==> config.mk <==
export PLATFORM = sky130hd
export DESIGN_NAME = clk_div_bank_flat
export DESIGN_NICKNAME = d
export VERILOG_FILES = /design/src/rtl/clk_div_pkg.sv /design/src/rtl/clk_div_bank_if.sv /design/src/rtl/clk_div_ch.sv /design/src/rtl/clk_div_bank.sv /design/src/flat_wrapper.sv
export SDC_FILE = /design/constraint.sdc
export NUM_CORES = 1
export LEC_CHECK = 0
export BUFFER_PORTS_ARGS = -buffer_cell sky130_fd_sc_hd__buf_2
export CAP_MARGIN = 20
export CORE_ASPECT_RATIO = 0.5
export CORE_MARGIN = 1.5
export CORE_UTILIZATION = 40
export CTS_CLUSTER_SIZE = 12
export DETAILED_ROUTE_END_ITERATION = 8
export GPL_TIMING_DRIVEN = 0
export REMOVE_ABC_BUFFERS = 1
export SYNTH_ARGS = -nofsm -noshare
export SYNTH_HDL_FRONTEND = slang
export SYNTH_HIERARCHICAL = 1
export SYNTH_SLANG_ARGS = --single-unit
==> constraint.sdc <==
create_clock -name clk -period 6.1 [get_ports clk]
set_clock_uncertainty 0.05 [all_clocks]
set_input_delay 0.61 -clock clk [delete_from_list [all_inputs] [get_ports clk]]
set_output_delay 0.61 -clock clk [all_outputs]
set_load 0.005 [all_outputs]
==> src/rtl/clk_div_pkg.sv <==
// ----------------------------------------------------------------------------
// clk_div_pkg
//   Shared constants, width helper and per-channel configuration record for the
//   clk_div_bank slow-clock / clock-enable generator.
//
//   CNT_W_DEF       : default divisor/counter width. It is also the storage
//                     width of ch_cfg_t, so instances must use CNT_W <= 32.
//   DEFAULT_DIV_DEF : reset half-period in clk cycles (1 Hz at 100 MHz).
//   ch_width()      : channel-index width, max(1, clog2(n)).
//   ch_cfg_t        : active divisor, staged divisor and staged-valid flag.
// ----------------------------------------------------------------------------
package clk_div_pkg;

    localparam int unsigned CNT_W_DEF       = 32;
    localparam int unsigned DEFAULT_DIV_DEF = 50_000_000;

    function automatic int unsigned ch_width(input int unsigned n);
        int unsigned w;
        if (n <= 1) begin
            w = 1;
        end else begin
            w = $clog2(n);
        end
        return w;
    endfunction

    typedef struct packed {
        logic [CNT_W_DEF-1:0] div;      // half-period currently in use
        logic [CNT_W_DEF-1:0] shadow;   // accepted value waiting for a boundary
        logic                 pending;  // shadow holds an unapplied divisor
    } ch_cfg_t;

endpackage

==> src/rtl/clk_div_bank_if.sv <==
// ----------------------------------------------------------------------------
// clk_div_bank_if
//   Configuration write port of clk_div_bank.
//
//   cfg_we    : write request
//   cfg_ch    : target channel index (CH_W bits)
//   cfg_div   : new half-period count (0 is treated as 1)
//   cfg_ready : selected channel can take a write (combinational)
//
//   master : the agent issuing writes
//   slave  : clk_div_bank
// ----------------------------------------------------------------------------
interface clk_div_bank_if #(
    parameter int unsigned NUM_CH = 4,
    parameter int unsigned CNT_W  = clk_div_pkg::CNT_W_DEF
);
    import clk_div_pkg::*;

    localparam int unsigned CH_W = ch_width(NUM_CH);

    logic             cfg_we;
    logic [CH_W-1:0]  cfg_ch;
    logic [CNT_W-1:0] cfg_div;
    logic             cfg_ready;

    modport master (
        output cfg_we,
        output cfg_ch,
        output cfg_div,
        input  cfg_ready
    );

    modport slave (
        input  cfg_we,
        input  cfg_ch,
        input  cfg_div,
        output cfg_ready
    );

endinterface

==> src/rtl/clk_div_ch.sv <==
// ----------------------------------------------------------------------------
// clk_div_ch
//   One divider channel: half-period counter, 50% square wave, one-cycle tick
//   on each rising edge, staged divisor applied glitch-free at a half-period
//   boundary, and stop/restart control.
//
//   clk        : system clock
//   rst_n      : synchronous active-low reset
//   run_i      : channel runs while high; low forces counter/outputs to 0
//   sync_i     : restart the phase (counter=0, slow_clk=0) on this edge
//   wr_i       : accepted config write for this channel (only while !pending)
//   wr_div_i   : written half-period; 0 is stored as 1
//   pending_o  : a staged divisor has not been applied yet
//   slow_clk_o : divided square wave (registered)
//   tick_o     : one-cycle pulse with each slow_clk rise (registered)
//
//   CNT_W must not exceed clk_div_pkg::CNT_W_DEF (storage width of ch_cfg_t).
// ----------------------------------------------------------------------------
module clk_div_ch #(
    parameter int unsigned      CNT_W       = clk_div_pkg::CNT_W_DEF,
    parameter logic [CNT_W-1:0] DEFAULT_DIV = CNT_W'(clk_div_pkg::DEFAULT_DIV_DEF)
) (
    input  logic             clk,
    input  logic             rst_n,
    input  logic             run_i,
    input  logic             sync_i,
    input  logic             wr_i,
    input  logic [CNT_W-1:0] wr_div_i,
    output logic             pending_o,
    output logic             slow_clk_o,
    output logic             tick_o
);
    import clk_div_pkg::*;

    ch_cfg_t          cfg_q, cfg_d;
    logic [CNT_W-1:0] cnt_q, cnt_d;
    logic             slow_q, slow_d;
    logic             tick_q, tick_d;

    logic [CNT_W-1:0] div_cur;
    logic [CNT_W-1:0] wr_div_c;
    logic             wrap;
    logic             boundary;

    always_comb begin
        cfg_d    = cfg_q;
        cnt_d    = cnt_q;
        slow_d   = slow_q;
        tick_d   = 1'b0;
        div_cur  = cfg_q.div[CNT_W-1:0];
        wr_div_c = (wr_div_i == '0) ? CNT_W'(1) : wr_div_i;
        // div_cur is never 0, so div_cur-1 cannot underflow; >= keeps the
        // counter from running away should it ever exceed the limit.
        wrap     = (cnt_q >= div_cur - CNT_W'(1));
        boundary = 1'b0;

        if (!run_i) begin
            cnt_d    = '0;
            slow_d   = 1'b0;
            boundary = 1'b1;
        end else if (sync_i) begin
            cnt_d    = '0;
            slow_d   = 1'b0;
            boundary = 1'b1;
        end else if (wrap) begin
            cnt_d    = '0;
            slow_d   = !slow_q;
            tick_d   = !slow_q;
            boundary = 1'b1;
        end else begin
            cnt_d    = cnt_q + CNT_W'(1);
        end

        // Stop, sync and wrap all start a fresh half-period, so a staged
        // divisor can take over without shortening the current one.
        if (cfg_q.pending && boundary) begin
            cfg_d.div     = cfg_q.shadow;
            cfg_d.pending = 1'b0;
        end

        // wr_i is only raised while pending is clear, so it never collides
        // with the apply above.
        if (wr_i) begin
            cfg_d.shadow  = CNT_W_DEF'(wr_div_c);
            cfg_d.pending = 1'b1;
        end
    end

    always_ff @(posedge clk) begin
        if (!rst_n) begin
            cfg_q.div     <= CNT_W_DEF'(DEFAULT_DIV);
            cfg_q.shadow  <= '0;
            cfg_q.pending <= 1'b0;
            cnt_q         <= '0;
            slow_q        <= 1'b0;
            tick_q        <= 1'b0;
        end else begin
            cfg_q  <= cfg_d;
            cnt_q  <= cnt_d;
            slow_q <= slow_d;
            tick_q <= tick_d;
        end
    end

    assign pending_o  = cfg_q.pending;
    assign slow_clk_o = slow_q;
    assign tick_o     = tick_q;

endmodule

==> src/rtl/clk_div_bank.sv <==
// ----------------------------------------------------------------------------
// clk_div_bank
//   Multi-channel programmable slow-clock / clock-enable generator. Each
//   channel outputs a 50%-duty square wave with half-period div and a one-cycle
//   tick on every rising edge. Divisors are loaded at runtime through cfg_if
//   and take effect only at half-period boundaries.
//
//   clk      : system clock (only clock)
//   rst_n    : synchronous active-low reset
//   sync_req : (CLKDIV_SYNC_EN only) phase-align all running channels
//   cfg_if   : config write port (cfg_we, cfg_ch, cfg_div, cfg_ready)
//   run_en   : per-channel run enable
//   slow_clk : per-channel divided square wave
//   tick     : per-channel pulse coincident with each slow_clk rise
//
//   Build option: define CLKDIV_SYNC_EN to add the sync_req input. Without it
//   the channels free-run independently.
// ----------------------------------------------------------------------------
module clk_div_bank #(
    parameter int unsigned      NUM_CH      = 4,
    parameter int unsigned      CNT_W       = clk_div_pkg::CNT_W_DEF,
    parameter logic [CNT_W-1:0] DEFAULT_DIV = CNT_W'(clk_div_pkg::DEFAULT_DIV_DEF)
) (
    input  logic              clk,
    input  logic              rst_n,
`ifdef CLKDIV_SYNC_EN
    input  logic              sync_req,
`endif
    clk_div_bank_if.slave     cfg_if,
    input  logic [NUM_CH-1:0] run_en,
    output logic [NUM_CH-1:0] slow_clk,
    output logic [NUM_CH-1:0] tick
);
    import clk_div_pkg::*;

    logic [NUM_CH-1:0] pending;
    logic [NUM_CH-1:0] wr_en;
    logic              ready;
    logic              sync;

`ifdef CLKDIV_SYNC_EN
    assign sync = sync_req;
`else
    assign sync = 1'b0;
`endif

    // An index past the last channel selects nothing: ready stays low and no
    // write strobe is raised, so the write is dropped.
    always_comb begin
        ready = 1'b0;
        wr_en = '0;
        for (int unsigned i = 0; i < NUM_CH; i++) begin
            if (32'(cfg_if.cfg_ch) == i) begin
                ready    = !pending[i];
                wr_en[i] = cfg_if.cfg_we && !pending[i];
            end
        end
    end

    assign cfg_if.cfg_ready = ready;

    for (genvar g = 0; g < NUM_CH; g++) begin : g_ch
        clk_div_ch #(
            .CNT_W       (CNT_W),
            .DEFAULT_DIV (DEFAULT_DIV)
        ) u_ch (
            .clk        (clk),
            .rst_n      (rst_n),
            .run_i      (run_en[g]),
            .sync_i     (sync),
            .wr_i       (wr_en[g]),
            .wr_div_i   (cfg_if.cfg_div),
            .pending_o  (pending[g]),
            .slow_clk_o (slow_clk[g]),
            .tick_o     (tick[g])
        );
    end

endmodule

==> src/flat_wrapper.sv <==
// flat-port wrapper written by rule: the top's interface ports become plain ports
module clk_div_bank_flat import clk_div_pkg::*;
#(
    parameter int unsigned      NUM_CH      = 4,
    parameter int unsigned      CNT_W       = clk_div_pkg::CNT_W_DEF,
    parameter logic [CNT_W-1:0] DEFAULT_DIV = CNT_W'(clk_div_pkg::DEFAULT_DIV_DEF)
)
  (clk, rst_n, run_en, slow_clk, tick, cfg_if_cfg_we, cfg_if_cfg_ch, cfg_if_cfg_div, cfg_if_cfg_ready);
  clk_div_bank_if #(.NUM_CH(NUM_CH), .CNT_W(CNT_W)) cfg_if_i ();
  input  logic clk;
  input  logic rst_n;
  input  logic [NUM_CH-1:0] run_en;
  output logic [NUM_CH-1:0] slow_clk;
  output logic [NUM_CH-1:0] tick;
  input wire logic [$bits(cfg_if_i.cfg_we)-1:0] cfg_if_cfg_we;
  input wire logic [$bits(cfg_if_i.cfg_ch)-1:0] cfg_if_cfg_ch;
  input wire logic [$bits(cfg_if_i.cfg_div)-1:0] cfg_if_cfg_div;
  output wire logic [$bits(cfg_if_i.cfg_ready)-1:0] cfg_if_cfg_ready;
  assign cfg_if_i.cfg_we = cfg_if_cfg_we;
  assign cfg_if_i.cfg_ch = cfg_if_cfg_ch;
  assign cfg_if_i.cfg_div = cfg_if_cfg_div;
  assign cfg_if_cfg_ready = cfg_if_i.cfg_ready;
  clk_div_bank #(.NUM_CH(NUM_CH), .CNT_W(CNT_W), .DEFAULT_DIV(DEFAULT_DIV)) u_core (.clk(clk), .rst_n(rst_n), .cfg_if(cfg_if_i), .run_en(run_en), .slow_clk(slow_clk), .tick(tick));
endmodule
# Yosys cells after proc, flatten, opt, wreduce, memory -nomap -nowiden
# Index checks and enable logic that the tools add are counted.
# classes
add_sub_neg	8
n_lt_le_gt_ge	4
n_eq_ne	3
muxes	25
bitwise_logic	5
n_reduce_logical	34
# op_table
cell	n
32-bit by 1-bit adder with 32-bit output, second input constant	4
32-bit greater-or-equal comparator	4
32-bit by 1-bit subtractor with 32-bit output, second input constant	4
32-bit zero test	1
32-bit two-way mux	1
1-bit two-way mux	24
3-bit AND reduction	4
3-bit OR reduction	4
1-bit logical AND	8
1-bit zero test	8
2-bit AND reduction	4
2-bit nonzero test	4
1-bit NOT	5
2-bit equality test, second input constant	2
2-bit by 1-bit equality test with 1-bit output, second input constant	1
2-bit zero test	1
# totals
ff_bits	396
output_inout_bits	9

# Longest topological paths before layout
# logic_depth
ltp_word	7
depth_mapped	17

# By module
# Netlist, hierarchy kept.
# modules_own_cells
module	n_inst	cells_each	area_each_um2	seq_area_each_um2
clk_div_ch at u_core.g_ch[0].u_ch ...	3	525	4954.8	1981.9
clk_div_ch at u_core.g_ch[3].u_ch	1	615	5560.3	1981.9
clk_div_bank	1	8	65.1	0.0

# Worst setup path after synthesis
# Ideal clock, no wire load.
# synth_path
kind	flip-flop to flip-flop
start	reg u_core.g_ch[3].u_ch.cfg_q (netlist bit u_core/g_ch[3].u_ch/div_cur[10])
end	reg u_core.g_ch[3].u_ch.cfg_q (netlist bit u_core/g_ch[3].u_ch/div_cur[10])
setup_ns	0.122
arrival_time_ns	4.645
required_time_ns	5.928
slack_ns	1.283
stages_incl_launch_ff	18
n_path_buf	4
synth_period_minus_slack_ns	4.817
path_cell_list	dfxtp_1 -> buf_6 -> or4_4 -> or3_4 -> or4_4 -> or4_4 -> buf_6 -> nor4_4 -> xnor2_1 -> ha_1 -> nand4_1 -> nor4_1 -> a21oi_1 -> o21ai_1 -> clkbuf_1 -> clkbuf_1 -> nor3_1 -> a311o_1
# synth_between
elab_chain_cells	5
# synth_rtl
element	line	source
from (decl)	clk_div_ch.sv:35	ch_cfg_t cfg_q, cfg_d;
from (signal assigned)	clk_div_ch.sv:98	cfg_q <= cfg_d;
32-bit by 1-bit subtractor with 32-bit output	clk_div_ch.sv:54	wrap = (cnt_q >= div_cur - CNT_W'(1));
32-bit greater-or-equal comparator	clk_div_ch.sv:54	
1-bit two-way mux	clk_div_ch.sv:65	end else if (wrap) begin
1-bit two-way mux	clk_div_ch.sv:57	if (!run_i) begin
1-bit logical AND	clk_div_ch.sv:76	if (cfg_q.pending && boundary) begin
# No other way between the ends.
# A chain may end at the register's enable or synchronous reset.

# Final worst setup path
# layout_path
start	reg u_core.g_ch[3].u_ch.cfg_q (netlist bit u_core/g_ch[3].u_ch/div_cur[2])
end	reg u_core.g_ch[3].u_ch.cnt_q[12]
# layout_between
elab_chain_cells	3
# layout_rtl
element	line	source
32-bit by 1-bit subtractor with 32-bit output	clk_div_ch.sv:54	
32-bit greater-or-equal comparator	clk_div_ch.sv:54	
3-bit OR reduction (no line)	-	
to (signal assigned)	clk_div_ch.sv:99	cnt_q <= cnt_d;
to (decl)	clk_div_ch.sv:36	logic [CNT_W-1:0] cnt_q, cnt_d;
# No other way between the ends.

==> results.yml <==
pwr:
  p_sw_share_pct: 23.5
  comb_power_share_pct: 6.4
  clkPwrFrac_pct: 43.8
  power_density_nw_per_um2: 235
  pwr-share-seq_pct: 49.9
  power_w: 0.00538
  vdd.ir_drop.worst_uv: 152
  p_leak_nw: 8.17
  p_sw_w: 0.00126
  intPower_w: 0.00411
die:
  core_um2: 50400
  io_pins: 50
  fp-row-count: 58
  fp.dieH_um: 163
  fp.dieArea_um2: 52700
  start_util_pct: 40.6
  fp.dieW_um: 323
synth:
  synth_top_cell_by_area: "dfxtp_1"
  synth_top_cell_area_share_pct: 38.7
  yosysSeqAreaShare_pct: 38.7
  synthDistinctLibCells: 60
  synth_area_um2: 20500
  syn_inst: 2198
  synth_edf_count: 0
  synth_most_common_cell: "dfxtp_1"
  yosys-top-cells-area: "dfxtp_1, ha_1, mux2i_1"
  syn_avg_cell_area_um2: 9.32
  ys_ff_latch: 396
  async_reset_ff_share_pct: 0
  yosysWarnings: 6
  ys.flop_type: "dfxtp_1"
  synthTopCellsByCount: "dfxtp_1, nor2_1, nand2_1"
global_routing:
  grt_pass1_wl_um: 79700
  overflow: 0
  grt_pass1_vias: 14700
  antenna_found_initial: 0
  grt_use_total_pct: 18.8
  grt_max_degree: 75
setup_path:
  cpMaxStageDelayCell: "or3_1"
  path_cells: "or3_1, or3b_1, or4_4, or4_4, nor3_1, xnor2_1, ha_1, nand4_1, nor4_1, a21oi_1, o21ai_4, buf_16, or3_1, nor2_1"
  arrival_ns: 5.93
  path_class: "reg2reg"
  cp_top_family: "simple AND/OR/NAND/NOR gates"
  crit_buf_inv: 1
  crit_required_ns: 6.43
  cpPeakStageDelay_ns: 0.82
  worst_setup_path_start_kind: "flop"
  worstReg2RegStart: "u_core/g_ch[3].u_ch/div_cur[2]"
  cp_max_fo: 31
  worstSetupStartpoint: "u_core/g_ch[3].u_ch/div_cur[2]"
  end_kind: "flop"
flow_run:
  maxCapViolCount: 0
clocking:
  clock-sinks: 396
  cts_tree: "done"
  clk_pin_slew_ns: 0.06
  cts_made_buffers: 41
  root_buffer: "clkbuf_16"
  h-tree-depth: 2
  cts-hold-fix-buffers: 0
  postCtsSetupBuffers: 0
  worst_skew_pair.late_latency_ns: 0.56
  cts_resized: 0
  cts_buffer_depth: 3
sta:
  maxSlewHeadroom_pct: 30.0
  hold_violations: 0
  slew_violations: 0
  tns_ns: 0
  finalSetupViolations: 0
  clock.fmax_ghz: 0.179
  worst_pin_slew_ns: 1.04
  rsz0062_at_grt: "false"
  period_share_pct: 91.8
  min_period_ns: 5.60
  timing.hold.ws_ns: 0.391
run_status:
  status: "completed"
placement:
  hpwl_um: 35100
  placed_cells: 2874
  globalplace.congestion: 0.817
  port-buffer-count: 49
min_path:
  min_path_type: "reg2reg"
  min_from: "u_core/g_ch[2].u_ch/cfg_q[22]"
detailed_routing:
  drt-initial-drc-count: 1031
  num_vias: 15700
  final_antenna_net_count: 0
  wl_per_cell_um: 17.0
  viasPerCell: 5.34
  wl_um: 49800
  drtPass1Iterations: 5
  drc: 0
final_layout:
  num_antenna_cells: 0
  nets: 2406
  area_growth_pct: 11.7
  layout.cells.non_filler: 2935
  drive_above_1_share_pct: 8.24
  nFillCells: 4799
==> worst register-to-register path, cell delays in order (launching register included) <==
cell and delay [ns]:
dfxtp_1 0.37, or3_1 0.42, or3b_1 0.52, or4_4 0.60, or4_4 0.54, nor3_1 0.24, xnor2_1 0.10, ha_1 0.27
nand4_1 0.17, nor4_1 0.51, a21oi_1 0.19, o21ai_4 0.26, buf_16 0.23, or3_1 0.84, nor2_1 0.12
==> placed cells by master, fill, tap and decap left out, drive strengths merged, types with 21 or more instances in the layout <==
cell type	instances
dfxtp	396
nor2	210
nand2	144
xnor2	136
ha	136
nor2b	135
mux2i	124
xor2	104
a22o	78
buf	76
nor3	71
a21oi	68
nor4	60
inv	59
clkbuf	53
nand4	52
nand3	42
a2bb2oi	40
or4	40
o21ai	30
and3	24
and4	21
==> sequential cells by signal (all words and copies together), names as in the netlist <==
register and flops:
u_core/g_ch.u_ch/cfg_q 128, u_core/g_ch.u_ch/cnt_q 128, u_core/g_ch.u_ch/div_cur 128, u_core/g_ch.u_ch/pending_o 4
u_core/g_ch.u_ch/slow_clk_o 4, u_core/g_ch.u_ch/tick_o 4
==> cell families after synthesis <==
logic type	Yosys count	share of synthesized area, %
mux	125	6.17
other cells	1	0.0183
compound gates	304	11.3
fa+ha+maj	136	8.30
simple gates	848	22.5
flops	396	38.7
xor+xnor	240	10.3
buf+inv	148	2.81
==> metal layers <==
metal | GRT usage [%] | share of wire [%]
met2 | 29.9 | 44
met1 | 26.5 | 49
met4 | 4.63 | 1.8
met3 | 2.90 | 4.3
met5 | 0 | 0
==> power groups by stage <==
stage / Combinational (W) / Sequential (W) / Clock [W]
floorplan: 0.000208 / 0.00272 / 0
global placement: 0.000334 / 0.00274 / 0
detailed placement: 0.000337 / 0.00274 / 0
CTS: 0.000338 / 0.00268 / 0.00242
global route: 0.000370 / 0.00269 / 0.00253
finish: 0.000342 / 0.00268 / 0.00235
==> worst paths after layout <==
check | end | slack (ns) | depth (start not counted)
max | u_core/g_ch[3].u_ch/cnt_q[12] | 0.50 | 14
min | u_core/g_ch[2].u_ch/div_cur[21] | 0.39 | 2
max reg2reg | u_core/g_ch[3].u_ch/cnt_q[12] | 0.50 | 14
min reg2reg | u_core/g_ch[2].u_ch/div_cur[21] | 0.39 | 2
==> area by class of cell <==
| cell class | instances | area [µm²] | share of cell area, % |
|---|---|---|---|
| Tap cell | 690 | 863 | 3.77 |
| Timing Repair Buffer | 76 | 596 | 2.60 |
| Clock buffer | 53 | 1130 | 4.95 |
| Clock inverter | 6 | 66.3 | 0.290 |
| Inverter | 57 | 214 | 0.935 |
| Sequential cell | 396 | 7930 | 34.6 |
| Multi-Input combinational cell | 1657 | 12100 | 52.8 |
==> metrics by stage <==
stage               area [µm²]  setup slack (ns)  utilization [%]
detailed placement       21600             0.509             42.9
floorplan                20100           0.00848                -
global route             22900             0.133             45.4
global placement         21200             -2.19             42.1
finish                   22900             0.499             45.4
CTS                      22800             0.498             45.3
No activity file was read; power rests on OpenSTA's default activity.
